[config.mk]
export PLATFORM = sky130hd
export DESIGN_NAME = irq_dispatch_seq_flat
export DESIGN_NICKNAME = d
export VERILOG_FILES = /design/src/rtl/irq_dispatch_seq_pkg.sv /design/src/rtl/irq_dispatch_seq_if.sv /design/src/rtl/irq_dispatch_seq_settle_filter.sv /design/src/rtl/irq_dispatch_seq.sv /design/src/flat_wrapper.sv
export SDC_FILE = /design/constraint.sdc
export NUM_CORES = 1
export LEC_CHECK = 0
export CAP_MARGIN = 20
export CORE_AREA = 2 2 89 91
export DETAILED_ROUTE_END_ITERATION = 16
export DIE_AREA = 0 0 91 93
export DONT_BUFFER_PORTS = 1
export PLACE_DENSITY = 0.57
export SLEW_MARGIN = 20
export SYNTH_ARGS = -nofsm -noshare
export SYNTH_HDL_FRONTEND = slang
export SYNTH_HIERARCHICAL = 1
export SYNTH_SLANG_ARGS = --single-unit
[constraint.sdc]
create_clock -name clk -period 2.4 [get_ports clk]
set_input_delay 0.72 -clock clk [delete_from_list [all_inputs] [get_ports clk]]
set_output_delay 0.72 -clock clk [all_outputs]
set_load 0.05 [all_outputs]
[src/rtl/irq_dispatch_seq_pkg.sv]
// ============================================================================
//  Module      : irq_pkg
//  Description : Shared types and constants for the interrupt dispatch stage.
//  Revision    : 1.0 - initial release
// ============================================================================
`default_nettype none

package irq_pkg;

    typedef enum logic [1:0] {
        ST_IDLE    = 2'd0,
        ST_SETTLE  = 2'd1,
        ST_REQ     = 2'd2,
        ST_SERVICE = 2'd3
    } state_e;

    localparam logic [1:0] BUS_A = 2'd0;
    localparam logic [1:0] BUS_B = 2'd1;
    localparam logic [1:0] BUS_C = 2'd2;

    localparam int NUM_CHAN_PER_BUS = 9;
    localparam int NUM_CHAN         = 27;

    typedef logic [4:0] vec_t;

    // Highest set flag wins: A over B over C.
    function automatic logic [1:0] bus_idx(input logic [2:0] grp);
        if (grp[2])      return BUS_A;
        else if (grp[1]) return BUS_B;
        else             return BUS_C;
    endfunction

    function automatic vec_t make_vec(input logic [1:0] bus, input logic [3:0] chan);
        return 5'(int'(bus) * NUM_CHAN_PER_BUS + int'(chan));
    endfunction

endpackage

`default_nettype wire

[src/rtl/irq_dispatch_seq_if.sv]
// ============================================================================
//  Module      : irq_dispatch_seq_if
//  Description : Resolver-side inputs and CPU-side handshake of the dispatcher.
//  Revision    : 1.0 - initial release
// ============================================================================
`default_nettype none

interface irq_dispatch_seq_if
    import irq_pkg::*;
#(
    parameter int SPUR_W = 8
);
    logic [2:0]          grp_pend;
    logic [3:0]          chan_code;
    logic                cpu_ack;
    logic                cpu_eoi;
    logic                irq_o;
    vec_t                vec_o;
    logic                vec_valid_o;
    logic [NUM_CHAN-1:0] isr_mask_o;
    logic [SPUR_W-1:0]   spur_cnt_o;
    logic                busy_o;

    modport slave (
        input  grp_pend, chan_code, cpu_ack, cpu_eoi,
        output irq_o, vec_o, vec_valid_o, isr_mask_o, spur_cnt_o, busy_o
    );

    modport master (
        output grp_pend, chan_code, cpu_ack, cpu_eoi,
        input  irq_o, vec_o, vec_valid_o, isr_mask_o, spur_cnt_o, busy_o
    );

endinterface

`default_nettype wire

[src/rtl/irq_dispatch_seq_settle_filter.sv]
// ============================================================================
//  Module      : irq_settle_filter
//  Description : Flags a resolver sample that has held for SETTLE_CYC cycles.
//  Revision    : 1.0 - initial release
// ============================================================================
`default_nettype none

module irq_settle_filter #(
    parameter int SETTLE_CYC = 2
) (
    input  wire logic       clk,
    input  wire logic       rst,
    input  wire logic       i_load,
    input  wire logic       i_track,
    input  wire logic [2:0] i_grp,
    input  wire logic [3:0] i_chan,
    output logic            o_stable,
    output logic [2:0]      o_grp,
    output logic [3:0]      o_chan
);

    localparam logic [3:0] C_SETTLE = 4'(SETTLE_CYC);

    logic [6:0] prev_q, prev_d;
    logic [3:0] cnt_q,  cnt_d;
    logic [6:0] w_sample;

    assign w_sample = {i_grp, i_chan};

    always_comb begin
        prev_d = prev_q;
        cnt_d  = cnt_q;
        if (i_load) begin
            prev_d = w_sample;
            cnt_d  = 4'd1;
        end else if (i_track) begin
            // At the target the owner captures prev_q this cycle and moves on.
            if (cnt_q == C_SETTLE) begin
                cnt_d = cnt_q;
            end else if (w_sample == prev_q) begin
                cnt_d = cnt_q + 4'd1;
            end else begin
                prev_d = w_sample;
                cnt_d  = 4'd1;
            end
        end else begin
            cnt_d = 4'd0;
        end
    end

    always_ff @(posedge clk) begin
        if (rst) begin
            prev_q <= 7'd0;
            cnt_q  <= 4'd0;
        end else begin
            prev_q <= prev_d;
            cnt_q  <= cnt_d;
        end
    end

    assign o_stable = i_track && (cnt_q == C_SETTLE);
    assign o_grp    = prev_q[6:4];
    assign o_chan   = prev_q[3:0];

endmodule

`default_nettype wire

[src/rtl/irq_dispatch_seq.sv]
// ============================================================================
//  Module      : irq_dispatch_seq
//  Description : Captures a settled resolver winner, raises irq with req/ack,
//                and holds the in-service mask until end-of-interrupt.
//  Revision    : 1.0 - initial release
// ============================================================================
`default_nettype none

module irq_dispatch_seq
    import irq_pkg::*;
#(
    parameter int SETTLE_CYC  = 2,
    parameter int ACK_TIMEOUT = 64,
    parameter int SPUR_W      = 8
) (
    input  wire logic          clk,
    input  wire logic          rst,
    irq_dispatch_seq_if.slave  bus
);

    localparam logic [1:0] S_IDLE    = ST_IDLE;
    localparam logic [1:0] S_SETTLE  = ST_SETTLE;
    localparam logic [1:0] S_REQ     = ST_REQ;
    localparam logic [1:0] S_SERVICE = ST_SERVICE;

    localparam int              TMO_W      = $clog2(ACK_TIMEOUT);
    localparam logic [TMO_W-1:0] C_TMO_LAST = TMO_W'(ACK_TIMEOUT - 1);
    localparam logic [3:0]      C_CHAN_MAX = 4'(NUM_CHAN_PER_BUS - 1);
    localparam logic [SPUR_W-1:0] C_SPUR_MAX = '1;

    logic [1:0]          state_q, state_d;
    logic                irq_q,   irq_d;
    vec_t                vec_q,   vec_d;
    logic                valid_q, valid_d;
    logic [NUM_CHAN-1:0] mask_q,  mask_d;
    logic [SPUR_W-1:0]   spur_q,  spur_d;
    logic [TMO_W-1:0]    tmo_q,   tmo_d;

    logic                w_load;
    logic                w_track;
    logic                w_stable;
    logic [2:0]          w_filt_grp;
    logic [3:0]          w_filt_chan;
    logic [SPUR_W-1:0]   w_spur_inc;

    assign w_load     = (state_q == S_IDLE) && (bus.grp_pend != 3'b000);
    assign w_track    = (state_q == S_SETTLE);
    assign w_spur_inc = (spur_q == C_SPUR_MAX) ? spur_q : spur_q + SPUR_W'(1);

    irq_settle_filter #(
        .SETTLE_CYC (SETTLE_CYC)
    ) u_settle (
        .clk      (clk),
        .rst      (rst),
        .i_load   (w_load),
        .i_track  (w_track),
        .i_grp    (bus.grp_pend),
        .i_chan   (bus.chan_code),
        .o_stable (w_stable),
        .o_grp    (w_filt_grp),
        .o_chan   (w_filt_chan)
    );

    always_comb begin
        state_d = state_q;
        irq_d   = irq_q;
        vec_d   = vec_q;
        valid_d = valid_q;
        mask_d  = mask_q;
        spur_d  = spur_q;
        tmo_d   = tmo_q;
        case (state_q)
            S_IDLE: begin
                tmo_d = '0;
                if (w_load) state_d = S_SETTLE;
            end
            S_SETTLE: begin
                // A completed settle period takes precedence over a dropped request.
                if (w_stable) begin
                    if (w_filt_chan <= C_CHAN_MAX) begin
                        vec_d   = make_vec(bus_idx(w_filt_grp), w_filt_chan);
                        irq_d   = 1'b1;
                        valid_d = 1'b1;
                        tmo_d   = '0;
                        state_d = S_REQ;
                    end else begin
                        spur_d  = w_spur_inc;
                        state_d = S_IDLE;
                    end
                end else if (bus.grp_pend == 3'b000) begin
                    state_d = S_IDLE;
                end
            end
            S_REQ: begin
                tmo_d = tmo_q + TMO_W'(1);
                if (bus.cpu_ack) begin
                    irq_d   = 1'b0;
                    mask_d  = NUM_CHAN'(1) << vec_q;
                    state_d = S_SERVICE;
                end else if (tmo_q == C_TMO_LAST) begin
                    irq_d   = 1'b0;
                    valid_d = 1'b0;
                    spur_d  = w_spur_inc;
                    state_d = S_IDLE;
                end
            end
            S_SERVICE: begin
                if (bus.cpu_eoi) begin
                    mask_d  = '0;
                    valid_d = 1'b0;
                    state_d = S_IDLE;
                end
            end
            default: state_d = S_IDLE;
        endcase
    end

    always_ff @(posedge clk) begin
        if (rst) begin
            state_q <= S_IDLE;
            irq_q   <= 1'b0;
            vec_q   <= '0;
            valid_q <= 1'b0;
            mask_q  <= '0;
            spur_q  <= '0;
            tmo_q   <= '0;
        end else begin
            state_q <= state_d;
            irq_q   <= irq_d;
            vec_q   <= vec_d;
            valid_q <= valid_d;
            mask_q  <= mask_d;
            spur_q  <= spur_d;
            tmo_q   <= tmo_d;
        end
    end

    assign bus.irq_o       = irq_q;
    assign bus.vec_o       = vec_q;
    assign bus.vec_valid_o = valid_q;
    assign bus.isr_mask_o  = mask_q;
    assign bus.spur_cnt_o  = spur_q;
    assign bus.busy_o      = (state_q != S_IDLE);

endmodule

`default_nettype wire

[src/flat_wrapper.sv]
// flat-port wrapper written by rule: the top's interface ports become plain ports
module irq_dispatch_seq_flat import irq_pkg::*;
#(
    parameter int SETTLE_CYC  = 2,
    parameter int ACK_TIMEOUT = 64,
    parameter int SPUR_W      = 8
)
  (clk, rst, bus_grp_pend, bus_chan_code, bus_cpu_ack, bus_cpu_eoi, bus_irq_o, bus_vec_o, bus_vec_valid_o, bus_isr_mask_o, bus_spur_cnt_o, bus_busy_o);
  irq_dispatch_seq_if #(.SPUR_W(SPUR_W)) bus_i ();
  input  wire logic clk;
  input  wire logic rst;
  input wire logic [$bits(bus_i.grp_pend)-1:0] bus_grp_pend;
  input wire logic [$bits(bus_i.chan_code)-1:0] bus_chan_code;
  input wire logic [$bits(bus_i.cpu_ack)-1:0] bus_cpu_ack;
  input wire logic [$bits(bus_i.cpu_eoi)-1:0] bus_cpu_eoi;
  output wire logic [$bits(bus_i.irq_o)-1:0] bus_irq_o;
  output wire logic [$bits(bus_i.vec_o)-1:0] bus_vec_o;
  output wire logic [$bits(bus_i.vec_valid_o)-1:0] bus_vec_valid_o;
  output wire logic [$bits(bus_i.isr_mask_o)-1:0] bus_isr_mask_o;
  output wire logic [$bits(bus_i.spur_cnt_o)-1:0] bus_spur_cnt_o;
  output wire logic [$bits(bus_i.busy_o)-1:0] bus_busy_o;
  assign bus_i.grp_pend = bus_grp_pend;
  assign bus_i.chan_code = bus_chan_code;
  assign bus_i.cpu_ack = bus_cpu_ack;
  assign bus_i.cpu_eoi = bus_cpu_eoi;
  assign bus_irq_o = bus_i.irq_o;
  assign bus_vec_o = bus_i.vec_o;
  assign bus_vec_valid_o = bus_i.vec_valid_o;
  assign bus_isr_mask_o = bus_i.isr_mask_o;
  assign bus_spur_cnt_o = bus_i.spur_cnt_o;
  assign bus_busy_o = bus_i.busy_o;
  irq_dispatch_seq #(.SETTLE_CYC(SETTLE_CYC), .ACK_TIMEOUT(ACK_TIMEOUT), .SPUR_W(SPUR_W)) u_core (.clk(clk), .rst(rst), .bus(bus_i));
endmodule
==> impl_metrics.csv <==
group,metric,value,unit
outcome,status,"finished, final reports clean",
cells_and_area,final_area,3350,sq um
hold_path,hp-class,"in2reg",
sta,setup_viol,0,
power,share_comb_of_total_power,7.4,%
clocking,cts_buffers,9,
clocking,cts_root_buf,"clkbuf_8",
sta,max_freq,463,MHz
place,routabilityCongestion,0.767,
synthesis,yosys_most_used_dff,"dfxtp_1",
clocking,clkLatencyLatePin,0.35,ns
synthesis,synth.most_common_cell,"dfxtp_1",
drt,firstDrtPassIters,4,
synthesis,yosys_warnings,6,
sta,rsz0062_at_grt,"no",
critical_path,critical_path_class,"reg2reg",
synthesis,synth_top_family_by_area,"simple AND/OR/NAND/NOR gates",
power,vdd_drop_max,0.000358,V
cells_and_area,post-route-util,44.5,%
sta,slew_viol_final,0,
power,p_int,1.46,mW
synthesis,synth_edf_count,0,
floorplan,core_area,7530,sq um
global_route,grt_pass1_vias,2491,
sta,max_slew_margin,42.8,%
power,p_leak,1.28,nW
sta,period_share,90.1,%
synthesis,ys_top_cells_by_count,"dfxtp_1, nor2_1, nand2_1",
sta,tns,0,ns
global_route,antenna_found_initial,0,
hold_path,worstHoldStart,"rst",
synthesis,yosysSeqAreaShare,41.6,%
critical_path,end_kind,"flip-flop",
place,io_buffers,0,
synthesis,syn_inst,341,
cells_and_area,fin_nets,379,
sta,hold_slack,0.443,ns
clocking,clkSlewWorstSetupHoldPaths,0.07,ns
synthesis,netlist_area,2940,sq um
synthesis,synth_mux_area_share,1.70,%
cells_and_area,layout.cells.non_filler,465,
power,switching_share,26.8,%
synthesis,yosys.area_share.simple,24.1,%
drt,detail-route-antenna-nets,0,
critical_path,worstPathRequired,2.68,ns
floorplan,die_h,93,microns
floorplan,die_w,91,microns
critical_path,crit_start,"u_core/u_settle/cnt_q[0]",
power,p_seq_share,52.1,%
power,switchingPower,0.536,mW
synthesis,synth_top_area_share,41.6,%
drt,remaining_drc_errors,0,
synthesis,synth.ff_latch_count,61,
cells_and_area,syn_to_final_growth,14.0,%
power,power.density,597,nW/um^2
synthesis,synth.largest_area_cell,"dfxtp_1",
drt,route.vias.total,2563,
synthesis,synth_xor_area_share,4.17,%
clocking,cts_tree,"yes",
sta,post-route-min-period,2.16,ns
synthesis,syn_area_per_cell,8.62,sq um
floorplan,io_pins,54,
cells_and_area,drive_gt1_share,13.2,%
place,dpl.cell_count,449,
cells_and_area,diodes,0,
sta,hold_violations,0,
synthesis,ys_types,47,
synthesis,synthTopCellsByArea,"dfxtp_1, nor2_1, a32oi_1",
clocking,cts_sinks,61,
cells_and_area,fillCellCount,777,
drt,wl_per_cell,15.5,microns
place,place_area,3170,sq um
floorplan,die-area,8460,sq um
drt,drt_iter0_drc,114,
floorplan,initial_utilization,39.0,%
sta,tightest_slew,0.854,ns
sta,clock-skew-final,0.0109,ns
global_route,grt_max_degree,54,
clocking,cts.path.max_buffers,2,
global_route,gr-total-overflow,0,
critical_path,cp.arrival,2.44,ns
place,dp_hpwl,4.92,mm
drt,wl,7.21,mm
synthesis,async_flop_share,0,%
global_route,grt_usage,17.7,%
drt,vias_per_cell,5.51,
synthesis,synth_adder_area_share,4.51,%
critical_path,startpoint_type,"flip-flop",
job,max_cap_violations,0,
critical_path,r2r_start,"u_core/u_settle/cnt_q[0]",
clocking,post_cts_buffers,0,
power,power_frac_clock,40.6,%
global_route,grt_pass1_wl,12.1,mm
floorplan,fp-row-count,32,
synthesis,syn_nets,362,
synthesis,synth_compound_area_share,19.5,%
critical_path,cp_max_fo,7,
clocking,cts_max_level,3,
==> final cells by class <==
| type | count | area [sq um] | area share (%) |
|---|---|---|---|
| Sequential cell | 61 | 1220 | 36.5 |
| Timing Repair Buffer | 26 | 195 | 5.83 |
| Inverter | 11 | 41.3 | 1.23 |
| Tap cell | 102 | 128 | 3.81 |
| Multi-Input combinational cell | 249 | 1590 | 47.4 |
| Clock inverter | 7 | 51.3 | 1.53 |
| Clock buffer | 9 | 124 | 3.70 |
==> power by group through the flow <==
stage	Sequential [mW]	Clock, mW	Combinational [mW]
3_3_place_gp	1.06	0	0.146
5_1_grt	1.04	0.869	0.168
6_report	1.04	0.811	0.148
4_1_cts	1.04	0.836	0.148
2_1_floorplan	1.06	0	0.118
3_5_place_dp	1.06	0	0.147
==> stage by stage <==
stage / power (mW) / setup slack (ns)
3_5_place_dp: 1.21 / 0.0703
5_1_grt: 2.08 / 0.00244
2_1_floorplan: 1.18 / 0.351
6_report: 2.00 / 0.239
4_1_cts: 2.03 / 0.0412
3_3_place_gp: 1.21 / 0.160
==> logic make-up (layout without fill, tap and decap cells) <==
logic type | count (synthesis) | in the layout
buffers and inverters | 31 | 53
xor gates and xnor gates | 14 | 14
muxes | 5 | 5
DFF | 61 | 61
and+or+nand+nor | 138 | 138
adders and majority gates | 10 | 10
AOI/OAI and AO/OA | 82 | 82
==> cell usage in the layout (no fill, tap or decap), types with 2 or more instances in the layout <==
master / synthesis / layout
nor4_1: 4 / 4
nor2b_1: 8 / 8
nor2_1: 42 / 42
nand2b_1: 2 / 2
or3_1: 6 / 6
a32oi_1: 16 / 16
xnor2_1: 3 / 3
buf_4: 0 / 26
nand2_1: 24 / 24
and4b_1: 2 / 2
a31oi_1: 2 / 2
nor3_1: 8 / 8
o211ai_1: 2 / 2
nand3_1: 18 / 18
clkinv_4: 0 / 2
or2_2: 2 / 2
o21ai_0: 11 / 11
a22oi_1: 15 / 15
o22ai_1: 2 / 2
clkinvlp_4: 0 / 2
a21oi_1: 19 / 19
clkbuf_8: 0 / 9
inv_1: 11 / 11
and3_1: 9 / 9
xor2_1: 11 / 11
mux2i_1: 5 / 5
or4_1: 2 / 2
o311ai_0: 7 / 7
clkinv_2: 0 / 2
dfxtp_1: 61 / 61
nand4_1: 4 / 4
ha_1: 9 / 9
==> timing repair <==
item / in CTS / in global routing
setup endpoints to repair: 0 / 7
hold buffers: 0 / 0
resized for setup: 0 / 1
==> worst paths after layout <==
check | endpoint | slack, ns | cells after the start
worst max-delay path | u_core/bus.spur_cnt_o[2] | 0.24 | 9
worst min-delay path | u_core/u_settle/cnt_q[0] | 0.44 | 1
worst max register to register | u_core/bus.spur_cnt_o[2] | 0.24 | 9
worst min register to register | u_core/u_settle/cnt_q[1] | 0.50 | 2
==> critical path, cell delays in order, from the launching register on <==
cell     delay, ns
dfxtp_1       0.34
inv_1         0.07
ha_1          0.15
nor3b_2       0.31
and2_1        0.19
and4b_1       0.24
o22ai_1       0.16
buf_4         0.20
or3_1         0.30
a21oi_1       0.14
==> registers in the layout (all words and copies together) (netlist names) <==
| signal | flops |
|---|---|
| u_core/bus.irq_o | 1 |
| u_core/u_settle/prev_q | 7 |
| u_core/state_q | 2 |
| u_core/u_settle/cnt_q | 4 |
| u_core/bus.spur_cnt_o | 8 |
| u_core/bus.isr_mask_o | 27 |
| u_core/bus.vec_valid_o | 1 |
| u_core/tmo_q | 6 |
| u_core/bus.vec_o | 5 |
==> routing by layer <==
metal	track usage, %	share of wire (%)	vias to the layer above
li1	-	-	1288
met3	5.88	6.8	14
met1	22.3	46	1205
met5	0	0	-
met2	27.5	45	56
met4	8.46	2.4	0
No activity file was read; power rests on OpenSTA's default activity.
